<file path="src/rtl/dmem_arbiter_pkg.sv">
// Shared types and default widths for the data-RAM arbiter between the core and the aux port.
package dmem_arb_pkg;

    localparam int ADDR_W = 16;
    localparam int DATA_W = 24;

    typedef enum logic {ARB, AUX_BURST} arb_state_t;
    typedef enum logic {OWN_CPU, OWN_AUX} owner_t;

endpackage

</file>
<file path="src/rtl/dmem_arbiter_if.sv">
// Bundles the core, aux and RAM-side signals of the data-RAM arbiter.
interface dmem_arbiter_if #(
    parameter int ADDR_W = dmem_arb_pkg::ADDR_W,
    parameter int DATA_W = dmem_arb_pkg::DATA_W
);
    logic              cpu_req;
    logic              cpu_we;
    logic [ADDR_W-1:0] cpu_addr;
    logic [DATA_W-1:0] cpu_wdata;
    logic              cpu_stall;
    logic              cpu_rvalid;
    logic [DATA_W-1:0] cpu_rdata;

    logic              aux_req;
    logic              aux_we;
    logic              aux_lock;
    logic [ADDR_W-1:0] aux_addr;
    logic [DATA_W-1:0] aux_wdata;
    logic              aux_gnt;
    logic              aux_rvalid;
    logic [DATA_W-1:0] aux_rdata;

    logic [ADDR_W-1:0] mem_addr;
    logic [DATA_W-1:0] mem_wdata;
    logic              mem_we;
    logic [DATA_W-1:0] mem_rdata;

    // Arbiter side.
    modport slave (
        input  cpu_req, cpu_we, cpu_addr, cpu_wdata,
        output cpu_stall, cpu_rvalid, cpu_rdata,
        input  aux_req, aux_we, aux_lock, aux_addr, aux_wdata,
        output aux_gnt, aux_rvalid, aux_rdata,
        output mem_addr, mem_wdata, mem_we,
        input  mem_rdata
    );

    // Requester / RAM side.
    modport master (
        output cpu_req, cpu_we, cpu_addr, cpu_wdata,
        input  cpu_stall, cpu_rvalid, cpu_rdata,
        output aux_req, aux_we, aux_lock, aux_addr, aux_wdata,
        input  aux_gnt, aux_rvalid, aux_rdata,
        input  mem_addr, mem_wdata, mem_we,
        output mem_rdata
    );

endinterface

</file>
<file path="src/rtl/dmem_arbiter_sat_counter.sv">
// Saturating up-counter; clr has priority, and clr together with inc loads 1.
module sat_counter #(
    parameter  int MAX = 4,
    localparam int W   = $clog2(MAX + 1)
) (
    input  logic         clk,
    input  logic         reset,
    input  logic         inc,
    input  logic         clr,
    output logic [W-1:0] value,
    output logic         at_max
);

    logic [W-1:0] value_q;

    always_ff @(posedge clk) begin
        if (reset) begin
            value_q <= '0;
        end else if (clr) begin
            value_q <= inc ? W'(1) : '0;
        end else if (inc && !at_max) begin
            value_q <= value_q + W'(1);
        end
    end

    assign value  = value_q;
    assign at_max = (value_q == W'(MAX));

endmodule

</file>
<file path="src/rtl/dmem_arbiter.sv">
// Core-priority arbiter for the single-port data RAM with aux starvation guard and bounded aux bursts.
module dmem_arbiter #(
    parameter int ADDR_W    = dmem_arb_pkg::ADDR_W,
    parameter int DATA_W    = dmem_arb_pkg::DATA_W,
    parameter int MAX_WAIT  = 4,
    parameter int MAX_BURST = 16
) (
    input  logic           clk,
    input  logic           reset,
    dmem_arbiter_if.slave  bus
);
    import dmem_arb_pkg::*;

    localparam int WAIT_W  = $clog2(MAX_WAIT + 1);
    localparam int BURST_W = $clog2(MAX_BURST + 1);

    arb_state_t         state_q, state_d;
    owner_t             owner_q;
    logic               rvalid_q;
    logic               cpu_gnt, aux_gnt, in_burst;
    logic               wait_inc, wait_clr, wait_at_max;
    logic               burst_inc, burst_clr, burst_at_max;
    logic [WAIT_W-1:0]  wait_val;
    logic [BURST_W-1:0] burst_val;

    always_comb begin
        cpu_gnt  = 1'b0;
        aux_gnt  = 1'b0;
        in_burst = 1'b0;
        state_d  = ARB;
        if (!reset) begin
            if (state_q == AUX_BURST && bus.aux_req && bus.aux_lock && !burst_at_max) begin
                aux_gnt  = 1'b1;
                in_burst = 1'b1;
            end else if (state_q == AUX_BURST && burst_at_max && bus.cpu_req) begin
                // Forced release after a full-length burst: core gets this cycle.
                cpu_gnt = 1'b1;
            end else if (wait_at_max && bus.aux_req) begin
                aux_gnt = 1'b1;
            end else if (bus.cpu_req) begin
                cpu_gnt = 1'b1;
            end else if (bus.aux_req) begin
                aux_gnt = 1'b1;
            end
            if (aux_gnt && bus.aux_lock) begin
                state_d = AUX_BURST;
            end
        end
    end

    assign wait_inc  = bus.aux_req && !aux_gnt;
    assign wait_clr  = !bus.aux_req || aux_gnt;
    assign burst_inc = aux_gnt && (state_d == AUX_BURST);
    assign burst_clr = !in_burst;

    sat_counter #(.MAX(MAX_WAIT)) u_wait_cnt (
        .clk   (clk),
        .reset (reset),
        .inc   (wait_inc),
        .clr   (wait_clr),
        .value (wait_val),
        .at_max(wait_at_max)
    );

    sat_counter #(.MAX(MAX_BURST)) u_burst_cnt (
        .clk   (clk),
        .reset (reset),
        .inc   (burst_inc),
        .clr   (burst_clr),
        .value (burst_val),
        .at_max(burst_at_max)
    );

    // Only the saturation flags steer arbitration; raw counts are kept for visibility.
    logic unused_cnt;
    assign unused_cnt = ^{wait_val, burst_val};

    always_ff @(posedge clk) begin
        if (reset) begin
            state_q  <= ARB;
            rvalid_q <= 1'b0;
            owner_q  <= OWN_CPU;
        end else begin
            state_q  <= state_d;
            rvalid_q <= (cpu_gnt && !bus.cpu_we) || (aux_gnt && !bus.aux_we);
            owner_q  <= aux_gnt ? OWN_AUX : OWN_CPU;
        end
    end

    assign bus.cpu_stall  = bus.cpu_req && !cpu_gnt;
    assign bus.aux_gnt    = aux_gnt;

    assign bus.mem_we     = (cpu_gnt && bus.cpu_we) || (aux_gnt && bus.aux_we);
    assign bus.mem_addr   = aux_gnt ? bus.aux_addr  : cpu_gnt ? bus.cpu_addr  : {ADDR_W{1'b0}};
    assign bus.mem_wdata  = aux_gnt ? bus.aux_wdata : cpu_gnt ? bus.cpu_wdata : {DATA_W{1'b0}};

    // Gated by reset so a read accepted just before reset never returns.
    assign bus.cpu_rvalid = rvalid_q && (owner_q == OWN_CPU) && !reset;
    assign bus.aux_rvalid = rvalid_q && (owner_q == OWN_AUX) && !reset;
    assign bus.cpu_rdata  = bus.cpu_rvalid ? bus.mem_rdata : {DATA_W{1'b0}};
    assign bus.aux_rdata  = bus.aux_rvalid ? bus.mem_rdata : {DATA_W{1'b0}};

endmodule
</file>
<file path="src/flat_wrapper.sv">
// flat-port wrapper written by rule: the top's interface ports become plain ports
module dmem_arbiter_flat import dmem_arb_pkg::*;
#(
    parameter int ADDR_W    = dmem_arb_pkg::ADDR_W,
    parameter int DATA_W    = dmem_arb_pkg::DATA_W,
    parameter int MAX_WAIT  = 4,
    parameter int MAX_BURST = 16
)
  (clk, reset, bus_cpu_req, bus_cpu_we, bus_cpu_addr, bus_cpu_wdata, bus_cpu_stall, bus_cpu_rvalid, bus_cpu_rdata, bus_aux_req, bus_aux_we, bus_aux_lock, bus_aux_addr, bus_aux_wdata, bus_aux_gnt, bus_aux_rvalid, bus_aux_rdata, bus_mem_addr, bus_mem_wdata, bus_mem_we, bus_mem_rdata);
  dmem_arbiter_if #(.ADDR_W(ADDR_W), .DATA_W(DATA_W)) bus_i ();
  input  logic clk;
  input  logic reset;
  input wire logic [$bits(bus_i.cpu_req)-1:0] bus_cpu_req;
  input wire logic [$bits(bus_i.cpu_we)-1:0] bus_cpu_we;
  input wire logic [$bits(bus_i.cpu_addr)-1:0] bus_cpu_addr;
  input wire logic [$bits(bus_i.cpu_wdata)-1:0] bus_cpu_wdata;
  output wire logic [$bits(bus_i.cpu_stall)-1:0] bus_cpu_stall;
  output wire logic [$bits(bus_i.cpu_rvalid)-1:0] bus_cpu_rvalid;
  output wire logic [$bits(bus_i.cpu_rdata)-1:0] bus_cpu_rdata;
  input wire logic [$bits(bus_i.aux_req)-1:0] bus_aux_req;
  input wire logic [$bits(bus_i.aux_we)-1:0] bus_aux_we;
  input wire logic [$bits(bus_i.aux_lock)-1:0] bus_aux_lock;
  input wire logic [$bits(bus_i.aux_addr)-1:0] bus_aux_addr;
  input wire logic [$bits(bus_i.aux_wdata)-1:0] bus_aux_wdata;
  output wire logic [$bits(bus_i.aux_gnt)-1:0] bus_aux_gnt;
  output wire logic [$bits(bus_i.aux_rvalid)-1:0] bus_aux_rvalid;
  output wire logic [$bits(bus_i.aux_rdata)-1:0] bus_aux_rdata;
  output wire logic [$bits(bus_i.mem_addr)-1:0] bus_mem_addr;
  output wire logic [$bits(bus_i.mem_wdata)-1:0] bus_mem_wdata;
  output wire logic [$bits(bus_i.mem_we)-1:0] bus_mem_we;
  input wire logic [$bits(bus_i.mem_rdata)-1:0] bus_mem_rdata;
  assign bus_i.cpu_req = bus_cpu_req;
  assign bus_i.cpu_we = bus_cpu_we;
  assign bus_i.cpu_addr = bus_cpu_addr;
  assign bus_i.cpu_wdata = bus_cpu_wdata;
  assign bus_cpu_stall = bus_i.cpu_stall;
  assign bus_cpu_rvalid = bus_i.cpu_rvalid;
  assign bus_cpu_rdata = bus_i.cpu_rdata;
  assign bus_i.aux_req = bus_aux_req;
  assign bus_i.aux_we = bus_aux_we;
  assign bus_i.aux_lock = bus_aux_lock;
  assign bus_i.aux_addr = bus_aux_addr;
  assign bus_i.aux_wdata = bus_aux_wdata;
  assign bus_aux_gnt = bus_i.aux_gnt;
  assign bus_aux_rvalid = bus_i.aux_rvalid;
  assign bus_aux_rdata = bus_i.aux_rdata;
  assign bus_mem_addr = bus_i.mem_addr;
  assign bus_mem_wdata = bus_i.mem_wdata;
  assign bus_mem_we = bus_i.mem_we;
  assign bus_i.mem_rdata = bus_mem_rdata;
  dmem_arbiter #(.ADDR_W(ADDR_W), .DATA_W(DATA_W), .MAX_WAIT(MAX_WAIT), .MAX_BURST(MAX_BURST)) u_core (.clk(clk), .reset(reset), .bus(bus_i));
endmodule
</file>
<file path="config.mk">
export PLATFORM = sky130hd
export DESIGN_NAME = dmem_arbiter_flat
export DESIGN_NICKNAME = d
export VERILOG_FILES = /design/src/rtl/dmem_arbiter_pkg.sv /design/src/rtl/dmem_arbiter_if.sv /design/src/rtl/dmem_arbiter_sat_counter.sv /design/src/rtl/dmem_arbiter.sv /design/src/flat_wrapper.sv
export SDC_FILE = /design/constraint.sdc
export NUM_CORES = 1
export LEC_CHECK = 0
export CORE_ASPECT_RATIO = 0.6
export CORE_MARGIN = 4
export CORE_UTILIZATION = 25
export DETAILED_ROUTE_END_ITERATION = 10
export PLACE_DENSITY_LB_ADDON = 0.12
export SLEW_MARGIN = 30
export SYNTH_ARGS = -nofsm -noshare
export SYNTH_HDL_FRONTEND = slang
export SYNTH_SLANG_ARGS = --single-unit
</file>
<file path="constraint.sdc">
create_clock -name clk -period 2.7 [get_ports clk]
set_input_delay 0.54 -clock clk [delete_from_list [all_inputs] [get_ports clk]]
set_output_delay 0.54 -clock clk [all_outputs]
set_load 0.005 [all_outputs]
</file>
Yosys cells after proc, flatten, opt, wreduce, memory -nomap -nowiden
Index checks and enable logic that the tools add are counted.
Cells by class
  order comparisons: 0
  add/sub/neg operators: 2
  divide/modulo/power cells: 0
  shift operators: 0
  equal/unequal tests: 3
  reduce and logical (&&, ||, !) cells: 32
  muxes and demuxes: 29
  $mul: 0
  bitwise operators: 1
Operators by type and width (count)
  24-bit two-way mux: 4
  16-bit two-way mux: 2
  1-bit logical AND: 20
  1-bit two-way mux: 19
  5-bit two-way mux: 2
  1-bit logical NOT: 8
  3-bit two-way mux: 2
  5-bit by 1-bit adder with 5-bit output, second input constant: 1
  5-bit equality test, second input constant: 1
  3-bit by 1-bit adder with 3-bit output, second input constant: 1
  3-bit equality test, second input constant: 1
  1-bit logical OR: 3
  2-bit inequality test, second input constant: 1
  2-bit nonzero test: 1
  1-bit inverter: 1
Storage, ports and cells
  bits in latches: 0
  register bits: 11
  memories kept: 0
  memory bits (read-only): 0
  input port bits: 111
  output and inout bits: 93
  logic and storage cells: 72
  bits in writable memories: 0

Logic depth before layout (Yosys ltp)
  depth after elaboration: 13
  mapped depth: 7
  depth with buffers taken out: 5

Modules after synthesis
From an unflattened synthesis, not the netlist that was laid out.
Unflattened totals
  cell total of the unflattened synthesis: 178
  area total of the unflattened synthesis: 1461.4 µm²
Modules (own cells, without submodules)
  dmem_arbiter: cells each 128, area each 1017.2 µm², times used 1, seq. area each 60.1 µm²
  sat_counter at u_core.u_burst_cnt: cells each 30, area each 269.0 µm², times used 1, seq. area each 100.1 µm²
  sat_counter at u_core.u_wait_cnt: cells each 20, area each 175.2 µm², times used 1, seq. area each 60.1 µm²

Worst setup path after synthesis
OpenSTA, ideal clock, no wires.
  path kind: register to output
  from: register u_core.u_burst_cnt.value_q[0], in the netlist u_core.u_burst_cnt.value[0]
  to: output port bus_mem_addr[0]
  buffers on the path: 2
  stages on the path, launching flop included: 8
  path slack: 556 ps
  data required time: 2160 ps
  arrival time: 1604 ps
  path through: dfxtp_1 -> inv_1 -> ha_1 -> and4bb_4 -> a211o_1 -> buf_6 -> buf_8 -> a32o_1
On the way
  cells in the longest elaborated chain, start to end: 8
  elaborated cells between the ends (all ways): 14
  classes of those cells: 1 x eq/ne; 9 x mux; 4 x reduce/logical
RTL lines
  start, declared: RTL line dmem_arbiter_sat_counter.sv:14  | logic [W-1:0] value_q;
  start signal, assigned: RTL line dmem_arbiter_sat_counter.sv:20  | value_q <= inc ? W'(1) : '0;
  start signal, assigned: RTL line dmem_arbiter_sat_counter.sv:22  | value_q <= value_q + W'(1);
  5-bit equality test *: RTL line dmem_arbiter_sat_counter.sv:27  | assign at_max = (value_q == W'(MAX));
  1-bit logical AND (2 in series): RTL line dmem_arbiter.sv:35  | end else if (state_q == AUX_BURST && burst_at_max && bus.cpu_req) begin
  1-bit two-way mux: RTL line dmem_arbiter.sv:35
  1-bit two-way mux: RTL line dmem_arbiter.sv:32  | if (state_q == AUX_BURST && bus.aux_req && bus.aux_lock && !burst_at_max) begin
  1-bit two-way mux: RTL line dmem_arbiter.sv:31  | if (!reset) begin
  16-bit two-way mux / 1-bit two-way mux (equally long branches): RTL line dmem_arbiter.sv:94, dmem_arbiter.sv:31
  16-bit two-way mux *: RTL line dmem_arbiter.sv:94  | assign bus.mem_addr = aux_gnt ? bus.aux_addr : cpu_gnt ? bus.cpu_addr : {ADDR_W{1'b0}};
  end, declared: RTL line flat_wrapper.sv:28  | output wire logic [$bits(bus_i.mem_addr)-1:0] bus_mem_addr;
Mark *: on every way between the ends. The rest lies on a longest branch, timed or not. The select of a mux whose other input is x is not followed.

Worst setup path in the final report
  from: register u_core.u_wait_cnt.value_q[1], in the netlist u_core.u_wait_cnt.value[1]
  to: output port bus_mem_wdata[2]
On the way
  cells in the longest elaborated chain, start to end: 8
  elaborated cells between the ends (all ways): 13
  classes of those cells: 1 x eq/ne; 11 x mux; 1 x reduce/logical
RTL lines
  start, declared: RTL line dmem_arbiter_sat_counter.sv:14
  start signal, assigned: RTL line dmem_arbiter_sat_counter.sv:20
  start signal, assigned: RTL line dmem_arbiter_sat_counter.sv:22
  3-bit equality test *: RTL line dmem_arbiter_sat_counter.sv:27
  1-bit logical AND *: RTL line dmem_arbiter.sv:38  | end else if (wait_at_max && bus.aux_req) begin
  1-bit two-way mux: RTL line dmem_arbiter.sv:38
  1-bit two-way mux: RTL line dmem_arbiter.sv:35
  1-bit two-way mux: RTL line dmem_arbiter.sv:32
  1-bit two-way mux: RTL line dmem_arbiter.sv:31
  24-bit two-way mux / 1-bit two-way mux (equally long branches): RTL line dmem_arbiter.sv:95, dmem_arbiter.sv:31
  24-bit two-way mux *: RTL line dmem_arbiter.sv:95  | assign bus.mem_wdata = aux_gnt ? bus.aux_wdata : cpu_gnt ? bus.cpu_wdata : {DATA_W{1'b0}};
  end, declared: RTL line flat_wrapper.sv:29  | output wire logic [$bits(bus_i.mem_wdata)-1:0] bus_mem_wdata;
Marks and branches as above.

==> impl_metrics.xml <==
<?xml version="1.0" encoding="UTF-8"?>
<metrics>
  <group name="synthesis">
    <metric name="synth_cells" unit="">170</metric>
    <metric name="synth.yosys.seq_area_share" unit="">0.1506</metric>
    <metric name="ys_seq_elements" unit="">11</metric>
    <metric name="yosys_most_used_dff" unit="">sky130_fd_sc_hd__dfxtp_1</metric>
    <metric name="syn_nets" unit="">285</metric>
    <metric name="syn-cell-area" unit="sq um">1463</metric>
    <metric name="synth-edff-count" unit="">0</metric>
    <metric name="yosysTopAreaCellShare" unit="">0.2874</metric>
    <metric name="synth_cell_types" unit="">32</metric>
    <metric name="postSynth.asyncResetShare" unit="">0</metric>
    <metric name="ys.warnings.count" unit="">0</metric>
    <metric name="synthTopCellsByArea" unit="">sky130_fd_sc_hd__a32o_1 (29%), sky130_fd_sc_hd__and2_1 (21%), sky130_fd_sc_hd__dfxtp_1 (15%)</metric>
    <metric name="avgSynthCellArea" unit="sq um">8.604</metric>
    <metric name="yosys.area.top_type" unit="">sky130_fd_sc_hd__a32o_1</metric>
  </group>
  <group name="global_routing">
    <metric name="top_usage_layer" unit="">met2</metric>
    <metric name="grtUsageMet1" unit="">0.2557</metric>
    <metric name="antenna_found_initial" unit="">0</metric>
    <metric name="global_route.usage.met2" unit="">0.4255</metric>
    <metric name="met3_usage" unit="">0.07354</metric>
    <metric name="grt_pass1_vias" unit="">2279</metric>
    <metric name="grt-ovfl-total" unit="">0</metric>
    <metric name="first_pass_grt_wire_length" unit="um">12800</metric>
    <metric name="globalRouteTotalUtil" unit="">0.2291</metric>
    <metric name="grt_max_degree" unit="">43</metric>
  </group>
  <group name="min_path">
    <metric name="min_path_cells" unit="">2</metric>
    <metric name="startpoint_of_the_lowest_slack_hold_path" unit="">u_core.u_burst_cnt.value[4]$_SDFFE_PP0P_</metric>
    <metric name="hold_path_class" unit="">reg -&gt; reg</metric>
    <metric name="hold_end" unit="">u_core.u_burst_cnt.value[4]$_SDFFE_PP0P_</metric>
  </group>
  <group name="finish">
    <metric name="layout-area-overhead-vs-synth" unit="%">159.2</metric>
    <metric name="fill_cells" unit="">500</metric>
    <metric name="area_of_the_multi_input_gates" unit="sq um">1105</metric>
    <metric name="layout.cells.most_common_list" unit="">sky130_fd_sc_hd__clkdlybuf4s50_1 (157), sky130_fd_sc_hd__and2_1 (49), sky130_fd_sc_hd__a32o_1 (41)</metric>
    <metric name="register_area" unit="sq um">225.2</metric>
    <metric name="layout.nets" unit="">501</metric>
    <metric name="final_design_area_no_fill" unit="sq um">3791</metric>
    <metric name="antenna_cells" unit="">0</metric>
    <metric name="final_core_utilization" unit="">0.6742</metric>
    <metric name="post_route_cells_drive_above_1_share" unit="">0.1714</metric>
    <metric name="layout_commonest_cell" unit="">sky130_fd_sc_hd__clkdlybuf4s50_1</metric>
  </group>
  <group name="worst_setup_path">
    <metric name="r2r_cells" unit="">7</metric>
    <metric name="setup.reg_to_reg.worst_slack" unit="ns">0.94</metric>
    <metric name="crit_fanout" unit="">11</metric>
    <metric name="worstReg2RegStart" unit="">u_core.u_burst_cnt.value[0]$_SDFFE_PP0P_</metric>
    <metric name="worst-setup-path-type" unit="">reg -&gt; out</metric>
    <metric name="arrival" unit="ns">2.08</metric>
    <metric name="critical_path_required" unit="ns">2.16</metric>
    <metric name="startpoint_type" unit="">flip-flop</metric>
    <metric name="critPathCaptureType" unit="">primary output</metric>
    <metric name="timing.rr.end" unit="">u_core.rvalid_q$_SDFF_PP0_</metric>
  </group>
  <group name="die">
    <metric name="floorplan.die_area" unit="sq um">7179</metric>
    <metric name="design.core.area" unit="sq um">5623</metric>
    <metric name="initial_utilization" unit="">0.2601</metric>
    <metric name="chipWidth" unit="um">106.7</metric>
    <metric name="boundaryPins" unit="">204</metric>
    <metric name="height_of_the_chip" unit="um">67.25</metric>
    <metric name="placement_row_count" unit="">21</metric>
  </group>
  <group name="run_status">
    <metric name="status" unit="">completed</metric>
  </group>
  <group name="timing">
    <metric name="timing.final.crit_period" unit="ns">2.623</metric>
    <metric name="clock_skew" unit="ns">0.005201</metric>
    <metric name="hold_viol_final" unit="">0</metric>
    <metric name="hold_slack" unit="ns">0.5561</metric>
    <metric name="max-slew-margin-rel" unit="">0.7871</metric>
    <metric name="fin_ws" unit="ns">0.07678</metric>
    <metric name="post-route-period-util" unit="">0.9716</metric>
    <metric name="max_freq" unit="MHz">381.2</metric>
    <metric name="worst-slew-pin-transition" unit="ns">0.3194</metric>
    <metric name="timing.final.max_slew_violations" unit="">0</metric>
    <metric name="setup_viol_count_final" unit="">0</metric>
  </group>
  <group name="placed_design">
    <metric name="dpl.hpwl" unit="um">6747</metric>
    <metric name="numPortBuffers" unit="">203</metric>
    <metric name="routabilityCongestion" unit="">0.8320</metric>
    <metric name="dpl-instance-area" unit="sq um">3622</metric>
    <metric name="placement.setup.worst_slack" unit="ns">-0.4021</metric>
  </group>
  <group name="detailed_routing">
    <metric name="routed-via-count" unit="">2279</metric>
    <metric name="routed_wirelength" unit="um">8572</metric>
    <metric name="first_iter_violations" unit="">119</metric>
    <metric name="dr.pass1.iters" unit="">4</metric>
    <metric name="drt.antenna.violating_nets" unit="">0</metric>
    <metric name="drc_errors" unit="">0</metric>
    <metric name="post_drt_via_cell_ratio" unit="">4.901</metric>
    <metric name="wl_per_cell" unit="um">18.43</metric>
  </group>
  <group name="clock_network">
    <metric name="cts_root_buffer" unit="">sky130_fd_sc_hd__clkbuf_8</metric>
    <metric name="max-clock-path-buffers" unit="">2</metric>
    <metric name="cts.sink_count" unit="">11</metric>
    <metric name="cts-buffers-inserted" unit="">3</metric>
    <metric name="worst_setup_hold_path_clk_slew" unit="ns">0.05</metric>
    <metric name="tritoncts" unit="">done</metric>
    <metric name="clock_insertion_delay_at_the_later_pin_of_the_skew_report" unit="ns">0.25</metric>
    <metric name="cts_htree_levels" unit="">1</metric>
  </group>
  <group name="power">
    <metric name="max-vdd-ir-drop" unit="mV">0.1456</metric>
    <metric name="power.static_leakage" unit="nW">1.574</metric>
    <metric name="powerDensity" unit="nW/um^2">191.8</metric>
    <metric name="power.total" unit="uW">727.0</metric>
  </group>
  <group name="job">
    <metric name="maxCapViolations" unit="">0</metric>
  </group>
</metrics>
==> report_power, final <==
| group | leakage, nW | internal, mW | total [mW] | switching (mW) |
|---|---|---|---|---|
| clock | 0.0255 | 0.102 | 0.178 | 0.0759 |
| combinational | 1.46 | 0.266 | 0.380 | 0.115 |
| sequential | 0.0912 | 0.166 | 0.169 | 0.00271 |
| total | 1.57 | 0.534 | 0.727 | 0.193 |
==> sequential cells by signal, summed over array words and instances, names as in the netlist <==
| register | flops |
|---|---|
| u_core.u_burst_cnt.value | 5 |
| u_core.u_wait_cnt.value | 3 |
| u_core.owner_q | 1 |
| u_core.rvalid_q | 1 |
| u_core.state_q | 1 |
==> routing by layer <==
layer	share of wire	routed length, um
met1	0.39	3343
met2	0.50	4273
met3	0.090	770
met4	0.021	184
met5	0	0
==> worst max-delay path by stage <==
stage	from	endpoint	slack [ns]	depth (start not counted)
2_1_floorplan	u_core.u_burst_cnt.value[0]$_SDFFE_PP0P_	bus_mem_addr[0]	0.56	7
3_3_place_gp	bus_aux_lock	bus_mem_wdata[0]	-0.37	6
3_5_place_dp	bus_aux_lock	bus_mem_wdata[2]	-0.40	6
4_1_cts	u_core.u_wait_cnt.value[1]$_SDFFE_PP0P_	bus_mem_addr[5]	-0.06	9
5_1_grt	u_core.u_wait_cnt.value[1]$_SDFFE_PP0P_	bus_mem_wdata[9]	-0.009	8
6_report	u_core.u_wait_cnt.value[1]$_SDFFE_PP0P_	bus_mem_wdata[2]	0.08	9
==> repair_timing <==
action | 4_1_cts | 5_1_grt
setup endpoints to repair | 91 | 37
pin swaps | 4 | 3
hold buffers | 0 | 0
cloned | 4 | 0
buffers inserted | 7 | 1
resized for setup | 89 | 22
endpoints found under the hold margin | 0 | 0
==> synth_stat cells, types with 2 or more instances <==
master	number
sky130_fd_sc_hd__ha_1	4
sky130_fd_sc_hd__a22oi_1	2
sky130_fd_sc_hd__clkbuf_1	9
sky130_fd_sc_hd__a32o_1	42
sky130_fd_sc_hd__nor2b_1	2
sky130_fd_sc_hd__dfxtp_1	11
sky130_fd_sc_hd__nor2_1	3
sky130_fd_sc_hd__nand2_1	3
sky130_fd_sc_hd__buf_6	5
sky130_fd_sc_hd__buf_8	4
sky130_fd_sc_hd__xor2_1	3
sky130_fd_sc_hd__nand4_1	3
sky130_fd_sc_hd__nor3_1	3
sky130_fd_sc_hd__a221oi_1	2
sky130_fd_sc_hd__inv_1	8
sky130_fd_sc_hd__and2_1	50
==> cell families (layout without fill, tap and decap cells) <==
group | count (synthesis) | count (layout) | share of synthesized area
xor+xnor | 4 | 4 | 0.02396
buf+inv | 27 | 242 | 0.1266
fa+ha+maj | 4 | 4 | 0.03422
simple gates | 71 | 71 | 0.3045
compound gates | 51 | 51 | 0.3456
flops | 11 | 11 | 0.1506
mux | 2 | 2 | 0.01454
==> worst max-delay path, cell delays in order (launching register included) <==
cell,delay [ns]
sky130_fd_sc_hd__dfxtp_2,0.32
sky130_fd_sc_hd__inv_1,0.06
sky130_fd_sc_hd__ha_4,0.16
sky130_fd_sc_hd__a22oi_2,0.27
sky130_fd_sc_hd__a221oi_4,0.12
sky130_fd_sc_hd__buf_4,0.15
sky130_fd_sc_hd__buf_6,0.11
sky130_fd_sc_hd__bufbuf_16,0.27
sky130_fd_sc_hd__a32o_2,0.24
sky130_fd_sc_hd__buf_2,0.13
==> final cells by class <==
type / count / share of cell area
repair buffers: 230 / 0.6026
clock inverters: 1 / 0.001320
clock buffers: 3 / 0.01089
flip-flops and latches: 11 / 0.05941
well taps: 80 / 0.02640
multi-input cells: 132 / 0.2914
inverters: 8 / 0.007921
==> stage by stage <==
| step | setup TNS [ns] | instances |
|---|---|---|
| finish | 0 | 465 |
| detailed placement | -16.99 | 449 |
| global placement | -16.88 | 449 |
| CTS | -0.5906 | 464 |
| floorplan | 0 | 170 |
| global route | -0.02224 | 465 |
(Power assumes the default switching activity.)
